$ cat src/rtl/cpu_pkg.sv
// cpu_pkg: shared CPU constants, opcode encodings and the fixed-latency lookup.
// Contents:
//   REG_W, OP_W, LATW  register index, opcode and latency-counter widths
//   opcode_t, OP_*     opcode type and encodings used by the issue path
//   lat_of(op)         execute latency of an opcode; 0 means variable (await writeback)
package cpu_pkg;

    localparam int REG_W = 5;
    localparam int OP_W  = 6;
    localparam int LATW  = 3;

    typedef logic [OP_W-1:0] opcode_t;
    typedef logic [LATW-1:0] lat_t;

    localparam opcode_t OP_ADD = 6'h01;
    localparam opcode_t OP_SHF = 6'h02;
    localparam opcode_t OP_MUL = 6'h03;
    localparam opcode_t OP_DIV = 6'h04;
    localparam opcode_t OP_LD  = 6'h05;

    function automatic lat_t lat_of(input opcode_t op);
        case (op)
            OP_SHF:  return lat_t'(2);
            OP_MUL:  return lat_t'(3);
            OP_DIV:  return lat_t'(7);
            OP_LD:   return lat_t'(0);
            default: return lat_t'(1);
        endcase
    endfunction

endpackage

$ cat src/rtl/sb_entry.sv
// sb_entry: pending state for one architectural register (pending, variable-latency, countdown).
// Ports:
//   clk, rst   clock and asynchronous active-high reset
//   flush_i    clear all state next cycle (beats every other input)
//   stall_i    freeze the countdown; writeback still honoured
//   set_i      issue accepted to this register this cycle
//   lat_i      latency of the issuing opcode (0 = variable)
//   wb_i       writeback addressed to this register this cycle
//   pend_o     register is pending (registered)
module sb_entry #(
    parameter int LATW = 3
) (
    input  logic            clk,
    input  logic            rst,
    input  logic            flush_i,
    input  logic            stall_i,
    input  logic            set_i,
    input  logic [LATW-1:0] lat_i,
    input  logic            wb_i,
    output logic            pend_o
);

    logic            pend_q, pend_d;
    logic            var_q, var_d;
    logic [LATW-1:0] cnt_q, cnt_d;

    // The counter holds the number of cycles the register is still visible as
    // pending, so an issue with latency L is pending for L-1 cycles and reads
    // clear in cycle T+L; a latency of 1 is therefore never visible.
    always_comb begin
        pend_d = pend_q;
        var_d  = var_q;
        cnt_d  = cnt_q;
        if (flush_i) begin
            pend_d = 1'b0;
            var_d  = 1'b0;
            cnt_d  = '0;
        end else if (set_i) begin
            pend_d = lat_i != LATW'(1);
            var_d  = lat_i == '0;
            cnt_d  = lat_i == '0 ? '0 : lat_i - LATW'(1);
        end else if (wb_i && pend_q && var_q) begin
            pend_d = 1'b0;
            var_d  = 1'b0;
        end else if (!stall_i && pend_q && !var_q) begin
            cnt_d  = cnt_q - LATW'(1);
            pend_d = cnt_q != LATW'(1);
        end
    end

    always_ff @(posedge clk or posedge rst) begin
        if (rst) begin
            pend_q <= 1'b0;
            var_q  <= 1'b0;
            cnt_q  <= '0;
        end else begin
            pend_q <= pend_d;
            var_q  <= var_d;
            cnt_q  <= cnt_d;
        end
    end

    assign pend_o = pend_q;

endmodule

$ cat src/rtl/register_scoreboard.sv
// register_scoreboard: per-register in-flight write tracking with source-pending and WAW queries.
// Ports:
//   clk, rst                     clock and asynchronous active-high reset
//   flush, stall                 squash all pending state / freeze execute
//   iss_valid, iss_dest_v,       instruction leaving the issue queue, its dest and opcode
//   iss_dest, iss_opcode
//   wb_valid, wb_reg             variable-latency writeback
//   q_src1, q_src2, q_dest       operands of the instruction being inserted
//   q_p1, q_p2, q_waw            pending bits for those operands (from current state)
//   busy_count                   number of pending registers
module register_scoreboard
    import cpu_pkg::*;
#(
    parameter int NREG = 32,
    parameter int LATW = cpu_pkg::LATW
) (
    input  logic             clk,
    input  logic             rst,
    input  logic             flush,
    input  logic             stall,
    input  logic             iss_valid,
    input  logic             iss_dest_v,
    input  logic [REG_W-1:0] iss_dest,
    input  logic [OP_W-1:0]  iss_opcode,
    input  logic             wb_valid,
    input  logic [REG_W-1:0] wb_reg,
    input  logic [REG_W-1:0] q_src1,
    input  logic [REG_W-1:0] q_src2,
    input  logic [REG_W-1:0] q_dest,
    output logic             q_p1,
    output logic             q_p2,
    output logic             q_waw,
    output logic [5:0]       busy_count
);

    logic [NREG-1:0] pend;
    logic            accept;
    logic [LATW-1:0] lat;

    assign accept = iss_valid && iss_dest_v && !stall && !flush && iss_dest != '0;
    assign lat    = LATW'(lat_of(iss_opcode));

    // Register 0 is hardwired clear so queries on it never report pending.
    assign pend[0] = 1'b0;

    for (genvar g = 1; g < NREG; g++) begin : g_ent
        sb_entry #(.LATW(LATW)) u_ent (
            .clk     (clk),
            .rst     (rst),
            .flush_i (flush),
            .stall_i (stall),
            .set_i   (accept && iss_dest == REG_W'(g)),
            .lat_i   (lat),
            .wb_i    (wb_valid && wb_reg == REG_W'(g)),
            .pend_o  (pend[g])
        );
    end

    assign q_p1       = pend[q_src1];
    assign q_p2       = pend[q_src2];
    assign q_waw      = pend[q_dest];
    assign busy_count = 6'($countones(pend));

endmodule

$ cat config.mk
export PLATFORM = sky130hd
export DESIGN_NAME = register_scoreboard
export DESIGN_NICKNAME = d
export VERILOG_FILES = /design/src/rtl/cpu_pkg.sv /design/src/rtl/sb_entry.sv /design/src/rtl/register_scoreboard.sv
export SDC_FILE = /design/constraint.sdc
export NUM_CORES = 1
export LEC_CHECK = 0
export BUFFER_PORTS_ARGS = -buffer_cell sky130_fd_sc_hd__buf_2
export CORE_ASPECT_RATIO = 1.4
export CORE_MARGIN = 2
export CORE_UTILIZATION = 55
export CTS_CLUSTER_DIAMETER = 120
export CTS_CLUSTER_SIZE = 14
export DETAILED_ROUTE_END_ITERATION = 16
export PLACE_DENSITY_LB_ADDON = 0.25
export SYNTH_ARGS = -nofsm -noshare
export SYNTH_HDL_FRONTEND = slang
export SYNTH_SLANG_ARGS = --single-unit
$ cat constraint.sdc
create_clock -name clk -period 9.8 [get_ports clk]
set_input_delay 1.96 -clock clk [delete_from_list [all_inputs] [get_ports clk]]
set_output_delay 1.96 -clock clk [all_outputs]
set_load 0.05 [all_outputs]
== Yosys cells after proc, flatten, opt, wreduce, memory -nomap -nowiden ==
Index checks and enable logic that the tools add are counted.

* Register bits: 155
* Bits in latches: 0
* Memory bits (writable): 0
* Memory bits (read-only): 0
* Input bits: 38
* Output and inout bits: 9
* Word-level logic and storage cells: 985
* Memories: 0

* $add $sub $neg: 62
* Multipliers: 0
* Div/mod/pow operators: 0
* $lt $le $gt $ge: 3
* Equality and inequality tests: 129
* Shifts and indexed selects: 0
* Mux-type cells: 349
* Bitwise logic cells: 0
* Reductions and logical operators: 349

{| class="wikitable"
|+ Operator list
! kind !! count
|-
| $mux 3 || 125
|-
| $mux 1 || 220
|-
| $logic_and 1x1->1 || 190
|-
| $reduce_bool 3->1 || 62
|-
| $eq 5x5->1 const B || 32
|-
| $reduce_bool 4->1 || 31
|-
| $ne 3x1->1 const B || 32
|-
| $sub 3x1->3 const B || 32
|-
| $ne 3x2->1 const B || 31
|-
| $eq 5x4->1 const B || 16
|-
| $reduce_and 2->1 || 31
|-
| $eq 5x3->1 const B || 8
|-
| $logic_not 1->1 || 33
|-
| $add 1x1->2 || 15
|-
| $add 2x2->3 || 7
|-
| $eq 5x2->1 const B || 4
|-
| $lt 5x6->1 const B || 3
|-
| $add 3x3->4 || 4
|-
| $bmux 1 s5 || 3
|-
| $eq 6x2->1 const B || 2
|-
| $eq 6x3->1 const B || 2
|-
| $pmux 3 s4 || 1
|-
| $add 4x4->5 || 2
|-
| $eq 5x1->1 const B || 2
|-
| 4 further kinds || 4
|}

== Logic depth before layout (Yosys ltp) ==
Gate-level depths: netlist (run 1).

* Depth after elaboration: 7
* Mapped depth: 17
* Gate-level depth less buffers: 17

== Cells and area by module ==
From an unflattened synthesis (run 1), not the netlist that was laid out.

* Cell total of the unflattened synthesis: 1405
* Area total of the unflattened synthesis: 12530.8 sq um

{| class="wikitable"
|+ By module, submodules not included
! module !! times used !! cells an instance !! area an instance (sq um) !! sequential area each (sq um)
|-
| sb_entry || 31 || 36 || 334.1 || 125.1
|-
| register_scoreboard || 1 || 289 || 2174.6 || 0.0
|}

== Least setup slack after synthesis (run 1) ==
OpenSTA, ideal clock, no wires.

* Path type: register to output
* Start point: register g_ent[12].u_ent.pend_q
* End point: output busy_count[4]
* Data arrival time: 5.322 ns
* Data required time: 7.840 ns
* Slack: 2.518 ns
* Cell stages (with the launch flop): 18
* Path through: dfrtp_1 > inv_1 > fa_1 > inv_1 > fa_1 > fa_1 > fa_1 > fa_1 > inv_1 > fa_1 > inv_1 > fa_1 > inv_1 > fa_1 > inv_1 > a21o_1 > a21oi_1 > xnor2_1

* Cells in the longest elaborated chain, start to end: 5

{| class="wikitable"
|+ RTL lines
! item !! RTL line !! text
|-
| start: declaration || sb_entry.sv:23 || <nowiki>logic pend_q, pend_d;</nowiki>
|-
| start signal: assignment || sb_entry.sv:57 || <nowiki>pend_q <= pend_d;</nowiki>
|-
| $add 1x1->2 (implied by the code) || register_scoreboard.sv:62 || <nowiki>assign busy_count = 6'($countones(pend));</nowiki>
|-
| $add 2x2->3 (implied by the code) || register_scoreboard.sv:62 ||
|-
| $add 3x3->4 (implied by the code) || register_scoreboard.sv:62 ||
|-
| $add 4x4->5 (implied by the code) || register_scoreboard.sv:62 ||
|-
| $add 5x5->6 (implied by the code) || register_scoreboard.sv:62 ||
|-
| end: declaration || register_scoreboard.sv:33 || <nowiki>output logic [5:0] busy_count</nowiki>
|}

Every way passes these cells.

== Worst setup path after layout (run 1) ==
* Start point: register g_ent[1].u_ent.pend_q
* End point: output busy_count[4]

* Cells in the longest elaborated chain, start to end: 4

{| class="wikitable"
|+ RTL lines
! item !! RTL line
|-
| start: declaration || sb_entry.sv:23
|-
| start signal: assignment || sb_entry.sv:57
|-
| $add 1x2->3 (implied by the code) || register_scoreboard.sv:62
|-
| $add 3x3->4 (implied by the code) || register_scoreboard.sv:62
|-
| $add 4x4->5 (implied by the code) || register_scoreboard.sv:62
|-
| $add 5x5->6 (implied by the code) || register_scoreboard.sv:62
|}

Every way passes these cells.

==> flow_metrics.env, run 1 <==
export IMPL_place_hpwl_mm=21.6
export IMPL_hold_buffers=0
export IMPL_grt_remaining_overflow=0
export IMPL_yosys_cell_types_count=69
export IMPL_critical_path_reg2reg_startpoint="g_ent[13].u_ent.pend_o$_DFFE_PP0P_"
export IMPL_syn_cell_area_mm2=0.0114
export IMPL_fp_dieW_um=126
export IMPL_cp_cell_sequence="inv_1 > fa_1 > inv_1 > fa_1 > fa_1 > fa_1 > fa_1 > inv_1 > fa_1 > inv_1 > fa_1 > inv_1 > fa_1 > inv_1 > a21o_1 > a21oi_1 > xnor2_1 > buf_2"
export IMPL_p_leak_nw=5.18
export IMPL_h_tree_depth=4
export IMPL_ys_warnings_count=0
export IMPL_share_seq_of_total_power_pct=46.7
export IMPL_vias_per_cell=6.23
export IMPL_timing_final_setup_violations=0
export IMPL_synth_ff_type="dfrtp_1"
export IMPL_critical_path_startpoint_type="flip-flop"
export IMPL_fin_nets=1313
export IMPL_place_area_mm2=0.0118
export IMPL_timing_reg2reg_setup_slack_ps=8030
export IMPL_critPathMostFrequentCell="fa_1"
export IMPL_synth_async_reset_ratio_pct=100
export IMPL_postCtsSetupBuffers=0
export IMPL_clock_skew_ps=8.32
export IMPL_post_synth_top_area_fraction_pct=33.9
export IMPL_start_util_pct=55.8
export IMPL_power_density_over_cell_area_mw_per_mm2=113
export IMPL_synthesis_nets=1300
export IMPL_grt_first_pass_wirelength_mm=48.6
export IMPL_core_area_mm2=0.0205
export IMPL_floorplan_rows=62
export IMPL_drt_initial_drc_count=767
export IMPL_post_synth_main_area_contributors="dfrtp_1 34%, ha_1 7.6%, fa_1 4.0%, inv_1 3.3%, nand2_1 3.2%"
export IMPL_tightest_slew_ps=1130
export IMPL_timing_final_crit_share_pct=79.0
export IMPL_clock_sinks=155
export IMPL_grt_pass1_vias=8866
export IMPL_antenna_found_initial=0
export IMPL_vdd_ir_drop_worst_v=0.000120
export IMPL_power_combinational_fraction_pct=9.9
export IMPL_cp_data_required_time_ps=7840
export IMPL_global_route_usage_total_pct=28.6
export IMPL_power_share_switching_pct=27.4
export IMPL_critical_path_max_stage_delay_ps=550
export IMPL_cts_repair_resize_count=0
export IMPL_report_final_hold_viol_count=0
export IMPL_worst_setup_hold_path_clk_slew_ps=60
export IMPL_worst_endpoint_arrival_ps=5780
export IMPL_cts_buffers=17
export IMPL_path_delay_family="adder cells"
export IMPL_fp_dieArea_mm2=0.0220
export IMPL_synth_seq_cells=155
export IMPL_synth_area_per_cell_um2=9.77
export IMPL_routed_wire_length_per_instance_um=20.9
export IMPL_fmax_mhz=129
export IMPL_yosys_cell_count_top_type="dfrtp_1"
export IMPL_antennaDiodeCount=0
export IMPL_synth_instances=1170
export IMPL_io_pin_count=47
export IMPL_path_max_fanout=6
export IMPL_final_layout_size_suffix_gt1_share_pct=15.7
export IMPL_maxSlewViolCount=0
export IMPL_clock_root_buffer="clkbuf_16"
export IMPL_hold_path_endpoint="g_ent[29].u_ent.cnt_q[1]$_DFFE_PP0P_"
export IMPL_layout_area_overhead_vs_synth_pct=7.46
export IMPL_power_share_clock_pct=43.4
export IMPL_hold_start="g_ent[29].u_ent.cnt_q[1]$_DFFE_PP0P_"
export IMPL_fin_setup_tns_ps=0
export IMPL_total_switching_power_uw=380
export IMPL_crit_path_end_kind="primary output"
export IMPL_route_antenna_remaining_nets=0
export IMPL_die_outline_height_um=175
export IMPL_drv_max_cap_violation_count=0
export IMPL_cts_root_to_sink_buffers=2
export IMPL_worst_setup_path_type="reg -> out"
export IMPL_insertion_delay_ps=430
export IMPL_timing_reg2reg_worst_path_depth=4
export IMPL_hold_path_cell_count=1
export IMPL_critical_path_reg2reg_endpoint="g_ent[13].u_ent.cnt_q[1]$_DFFE_PP0P_"
export IMPL_cellInternalPower_mw=1.00
export IMPL_max_slew_margin_rel_pct=24.6
export IMPL_tritoncts_clock_tree="done"
export IMPL_finalWeightedCongestion=0.940
export IMPL_synth_yosys_seq_area_share_pct=33.9
export IMPL_count_of_port_buffers_added_during_placement=46
export IMPL_postLayoutCoreUtil_pct=60.0
export IMPL_crit_path_top_delay_cell="fa_1"
export IMPL_detailedRoute_firstPassIterationCount=5
export IMPL_hold_ws_ps=529
export IMPL_drt_drc_violations_left=0
export IMPL_fin_area_mm2=0.0123
export IMPL_grt_setup_unrepaired="false"
export IMPL_outcome="completed"
export IMPL_cp_buffers_inverters=7
export IMPL_worst_hold_path_type="reg -> reg"
export IMPL_synth_enable_flop_cells=0
export IMPL_power_mw=1.38
export IMPL_most_frequent_cells_after_synthesis="155 x dfrtp_1, 101 x inv_1, 98 x nand2_1"
export IMPL_grt_max_degree=83
export IMPL_post_route_min_period_ps=7740
export IMPL_totalWireLength_mm=30.4
export IMPL_routed_via_count=9053
export IMPL_netlist_top_cell_by_area="dfrtp_1"
[power by group through the flow]
stage	combinational (mW)	clock, mW	sequential (mW)
6_report	0.137	0.600	0.646
5_1_grt	0.148	0.638	0.646
4_1_cts	0.136	0.607	0.646
3_5_place_dp	0.136	0	0.658
3_3_place_gp	0.135	0	0.658
2_1_floorplan	0.0961	0	0.657
[cells by family (layout without fill, tap and decap cells)]
group / count (synthesis) / in the layout / synth area share, %
and+or+nand+nor: 412 / 412 / 22.7
AOI/OAI and AO/OA: 229 / 229 / 14.8
buffers and inverters: 160 / 186 / 5.86
DFF: 155 / 155 / 33.9
adders and majority gates: 92 / 92 / 11.6
xor gates and xnor gates: 63 / 63 / 4.83
muxes: 59 / 59 / 6.35
[per-layer routing]
metal	vias to the layer above	track usage, %	routed length (um)
met2	287	49.2	15400
met5	-	0	0
met3	66	4.43	1350
li1	4240	-	-
met4	0	14.5	1510
met1	4460	34.7	12100
[registers in the layout, summed over array words and instances, names as in the netlist]
signal / count
g_ent.u_ent.cnt_q: 93
g_ent.u_ent.pend_o: 31
g_ent.u_ent.var_q: 31
[per-stage QoR]
| step | instances | setup slack, ps |
|---|---|---|
| 4_1_cts | 1452 | 2030 |
| 6_report | 1452 | 2060 |
| 3_5_place_dp | 1420 | 2510 |
| 5_1_grt | 1452 | 1800 |
| 3_3_place_gp | 1420 | 2570 |
| 2_1_floorplan | 1170 | 2520 |
[worst max path at each step]
stage | start | to | slack [ps] | cells past startpoint
finish | g_ent[1].u_ent.pend_o$_DFFE_PP0P_ | busy_count[4] | 2060 | 18
detailed placement | g_ent[12].u_ent.pend_o$_DFFE_PP0P_ | busy_count[4] | 2510 | 18
CTS | g_ent[12].u_ent.pend_o$_DFFE_PP0P_ | busy_count[4] | 2030 | 18
global placement | g_ent[12].u_ent.pend_o$_DFFE_PP0P_ | busy_count[4] | 2570 | 18
floorplan | g_ent[12].u_ent.pend_o$_DFFE_PP0P_ | busy_count[4] | 2520 | 17
global route | g_ent[1].u_ent.pend_o$_DFFE_PP0P_ | busy_count[4] | 1800 | 18
[final cells by class]
cell class	count	area, um^2
Multi-Input combinational cell	855	6890
Clock buffer	23	448
Fill cell	1707	8200
Timing Repair Buffer	53	285
Sequential cell	155	3880
Tap cell	256	320
Clock inverter	9	68.8
Inverter	101	384
[placed cells by master, fill, tap and decap left out, types with 6 or more instances in the layout]
cell and instances:
dfrtp_1 155, a211oi_1 20, xnor2_1 34, nor4_4 8, nand2b_1 19, nor2b_1 20, buf_2 45, mux4_2 9
nand3b_1 28, nand2_1 98, fa_1 23, o31ai_1 38, a41o_1 12, ha_1 69, clkbuf_1 6, clkbuf_16 17
a22oi_1 7, xor2_1 29, nand4_2 7, nand3_1 52, nor3b_2 22, a31o_2 12, buf_4 8, a41oi_1 25
mux2_2 18, mux2i_1 32, o211ai_1 10, o21ai_0 39, nand4_1 23, inv_1 100, a21oi_1 21, nor3b_1 6
a2111oi_0 7, nor3_1 8, nor2_1 67, nor4_2 8, a21o_1 11
Note: power is estimated with default switching activity, not from simulation.
==> run 2: changes to the inputs <==
ABC_AREA = 1   (was not set)
clock period = 6.9 ns   (was 9.8 ns; I/O delays follow)
==> run 2 against run 1 <==
Area after synthesis grew 6.7%. Routed wire length rose by 28%. Register-to-register slack got worse by 2900 ps. Sequential share of layout area decreased by 2.4 points. Final cell count is 48% higher. Non-clock buffer count rose by 11. Clock skew shrank 1.2 ps. Critical path type unchanged. Largest cell class unchanged.
==> flow_metrics.env, run 2 <==
export IMPL_max_slew_margin_rel_pct=26.3
export IMPL_die_outline_height_um=180
export IMPL_synth_enable_flop_cells=0
export IMPL_path_max_fanout=4
export IMPL_io_pin_count=47
export IMPL_antennaDiodeCount=0
export IMPL_detailedRoute_firstPassIterationCount=6
export IMPL_ys_warnings_count=0
export IMPL_synth_seq_cells=155
export IMPL_layout_area_overhead_vs_synth_pct=9.40
export IMPL_critical_path_reg2reg_endpoint="g_ent[24].u_ent.pend_o$_DFFE_PP0P_"
export IMPL_cp_data_required_time_ps=5520
export IMPL_syn_cell_area_mm2=0.0122
export IMPL_grt_first_pass_wirelength_mm=62.0
export IMPL_fp_dieArea_mm2=0.0234
export IMPL_multi_input_comb_area_mm2=0.00709
export IMPL_cts_root_to_sink_buffers=2
export IMPL_synth_async_reset_ratio_pct=100
export IMPL_drv_max_cap_violation_count=0
export IMPL_synth_yosys_seq_area_share_pct=31.8
export IMPL_finalWeightedCongestion=1.01
export IMPL_hold_path_cell_count=2
export IMPL_cts_buffers=17
export IMPL_global_route_usage_total_pct=34.2
export IMPL_drt_initial_drc_count=1207
export IMPL_yosys_cell_types_count=34
export IMPL_grt_remaining_overflow=0
export IMPL_post_route_min_period_ps=6760
export IMPL_tritoncts_clock_tree="done"
export IMPL_worst_setup_hold_path_clk_slew_ps=70
export IMPL_crit_path_top_delay_cell="fa_1"
export IMPL_fin_nets=1977
export IMPL_yosys_cell_count_top_type="nand2_1"
export IMPL_critical_path_max_stage_delay_ps=550
export IMPL_grt_pass1_vias=11700
export IMPL_most_frequent_cells_in_the_layout="603 x nand2_1, 254 x inv_1, 212 x nand3_1, 146 x dfrtp_1, 122 x nor2_1"
export IMPL_cellInternalPower_mw=2.32
export IMPL_worst_setup_path_type="reg -> out"
export IMPL_fill_cell_instance_count_of_the_final_layout=2085
export IMPL_largest_register_ffs=93
export IMPL_routed_via_count=12300
export IMPL_layout_cells_most_common="nand2_1"
export IMPL_timing_final_setup_violations=0
export IMPL_floorplan_rows=64
export IMPL_p_leak_nw=7.01
export IMPL_hold_start="g_ent[15].u_ent.cnt_q[1]$_DFFE_PP0P_"
export IMPL_most_frequent_cells_after_synthesis="603 x nand2_1, 263 x inv_1, 212 x nand3_1"
export IMPL_critPathMostFrequentCell="fa_1"
export IMPL_worst_hold_path_type="reg -> reg"
export IMPL_grt_max_degree=106
export IMPL_power_share_switching_pct=44.7
export IMPL_cp_cell_sequence="inv_2 > fa_1 > inv_1 > fa_1 > fa_1 > fa_2 > fa_1 > inv_2 > fa_1 > inv_1 > fa_2 > inv_2 > fa_1 > o21ai_2 > xor2_1 > buf_4"
export IMPL_antenna_found_initial=0
export IMPL_path_delay_family="adder cells"
export IMPL_max_flop_register="g_ent.u_ent.cnt_q"
export IMPL_insertion_delay_ps=460
export IMPL_synthesis_nets=1946
export IMPL_total_switching_power_mw=1.88
export IMPL_count_of_port_buffers_added_during_placement=46
export IMPL_critical_path_reg2reg_startpoint="g_ent[24].u_ent.pend_o$_DFFE_PP0P_"
export IMPL_netlist_top_cell_by_area="dfrtp_1"
export IMPL_postLayoutCoreUtil_pct=61.2
export IMPL_synth_area_per_cell_um2=6.71
export IMPL_outcome="completed"
export IMPL_totalWireLength_mm=39.0
export IMPL_clock_sinks=155
export IMPL_post_synth_top_area_fraction_pct=31.8
export IMPL_timing_reg2reg_worst_path_depth=5
export IMPL_report_final_hold_viol_count=0
export IMPL_synth_ff_type="dfrtp_1"
export IMPL_worst_endpoint_arrival_ps=5380
export IMPL_timing_reg2reg_setup_slack_ps=5170
export IMPL_place_hpwl_mm=27.9
export IMPL_clock_root_buffer="clkbuf_16"
export IMPL_crit_path_end_kind="primary output"
export IMPL_route_antenna_remaining_nets=0
export IMPL_tightest_slew_ps=1100
export IMPL_clock_skew_ps=7.12
export IMPL_start_util_pct=56.0
export IMPL_h_tree_depth=4
export IMPL_hold_path_endpoint="g_ent[15].u_ent.cnt_q[1]$_DFFE_PP0P_"
export IMPL_vias_per_cell=5.71
export IMPL_critical_path_startpoint_type="flip-flop"
export IMPL_power_combinational_fraction_pct=48.2
export IMPL_hold_ws_ps=477
export IMPL_hold_buffers=0
export IMPL_share_seq_of_total_power_pct=27.5
export IMPL_post_synth_main_area_contributors="dfrtp_1 32%, nand2_1 19%, nand3_1 8.7%, inv_1 8.1%, ha_1 7.1%"
export IMPL_power_share_clock_pct=24.3
export IMPL_drt_drc_violations_left=0
export IMPL_vdd_ir_drop_worst_v=0.000749
export IMPL_core_area_mm2=0.0218
export IMPL_maxSlewViolCount=0
export IMPL_cp_buffers_inverters=6
export IMPL_synth_instances=1816
export IMPL_seqCellArea_mm2=0.00389
export IMPL_routed_wire_length_per_instance_um=18.1
export IMPL_final_layout_size_suffix_gt1_share_pct=7.15
export IMPL_grt_setup_unrepaired="false"
export IMPL_power_density_over_cell_area_mw_per_mm2=315
export IMPL_fp_dieW_um=130
export IMPL_fmax_mhz=148
export IMPL_timing_final_crit_share_pct=98.0
run 2: cell count changes in the layout (fill, tap and decap cells not counted), moves of 25 or more:
cell | previous run | this run
a41oi_1 | 25 | 0
nand2_1 | 98 | 603
o31ai_1 | 38 | 0
nor2_1 | 67 | 122
o21ai_0 | 39 | 97
nand4_1 | 23 | 58
nand3_1 | 52 | 212
mux2i_1 | 32 | 0
inv_1 | 100 | 254
run 2: worst max-delay path by stage:
| stage | slack (ps) | cells past startpoint | start | endpoint |
|---|---|---|---|---|
| 6_report | 140 | 16 | g_ent[12].u_ent.pend_o$_DFFE_PP0P_ | busy_count[4] |
| 3_3_place_gp | 440 | 16 | g_ent[12].u_ent.pend_o$_DFFE_PP0P_ | busy_count[3] |
| 5_1_grt | 8 | 17 | g_ent[12].u_ent.pend_o$_DFFE_PP0P_ | busy_count[5] |
| 2_1_floorplan | 270 | 15 | g_ent[18].u_ent.pend_o$_DFFE_PP0P_ | busy_count[4] |
| 3_5_place_dp | 360 | 16 | g_ent[18].u_ent.pend_o$_DFFE_PP0P_ | busy_count[4] |
| 4_1_cts | -10 | 16 | g_ent[12].u_ent.pend_o$_DFFE_PP0P_ | busy_count[4] |
run 2: power by group through the flow:
| stage | clock (mW) | sequential, mW | combinational (mW) |
|---|---|---|---|
| finish | 1.02 | 1.15 | 2.02 |
| detailed placement | 0 | 1.17 | 1.92 |
| floorplan | 0 | 1.13 | 1.52 |
| global route | 1.06 | 1.17 | 2.24 |
| global placement | 0 | 1.16 | 1.88 |
| CTS | 1.02 | 1.15 | 1.98 |
run 2: timing repair:
item / CTS / global route
pin swaps: 0 / 13
gates resized for setup: 4 / 24
setup buffers: 0 / 8
setup endpoints to repair: 4 / 5
run 2: layer usage:
| layer | track usage [%] | up-vias | share of wire [%] |
|---|---|---|---|
| met3 | 5.94 | 139 | 7.1 |
| met1 | 42.2 | 5792 | 39 |
| li1 | - | 5847 | - |
| met2 | 56.1 | 543 | 48 |
| met5 | 0 | - | 0 |
| met4 | 19.1 | 0 | 5.8 |
run 2: cell families (layout without fill, tap and decap cells):
kind of cell	count (synthesis)	after routing	synth area share, %
and+or+nand+nor	1045	1045	36.8
buffers and inverters	317	360	10.1
AOI/OAI and AO/OA	158	158	6.93
adders and majority gates	92	92	10.9
xor gates and xnor gates	49	49	3.52
DFF	155	155	31.8
run 2: layout make-up:
class | count | area share, %
multi-input cells | 1344 | 53.2
flip-flops and latches | 155 | 29.2
inverters | 265 | 7.49
clock buffers | 19 | 3.25
repair buffers | 64 | 2.84
well taps | 297 | 2.79
clock inverters | 12 | 1.29
run 2: tightest hold or removal path, delay by kind of cell (launching register included):
kind / cells / cell delay [ps]
flops: 1 / 340
simple gates: 2 / 100
run 2: through the flow:
| step | area [um^2] | worst slack (ps) | power, mW | cells | setup TNS, ps |
|---|---|---|---|---|---|
| after floorplan | 12200 | 268 | 2.65 | 1816 | 0 |
| after global placement | 12600 | 441 | 3.04 | 2117 | 0 |
| after detailed placement | 12600 | 364 | 3.08 | 2117 | 0 |
| after CTS | 13300 | -12.4 | 4.15 | 2148 | -12.4 |
| after global routing | 13300 | 8.15 | 4.46 | 2156 | 0 |
| final | 13300 | 137 | 4.20 | 2156 | 0 |
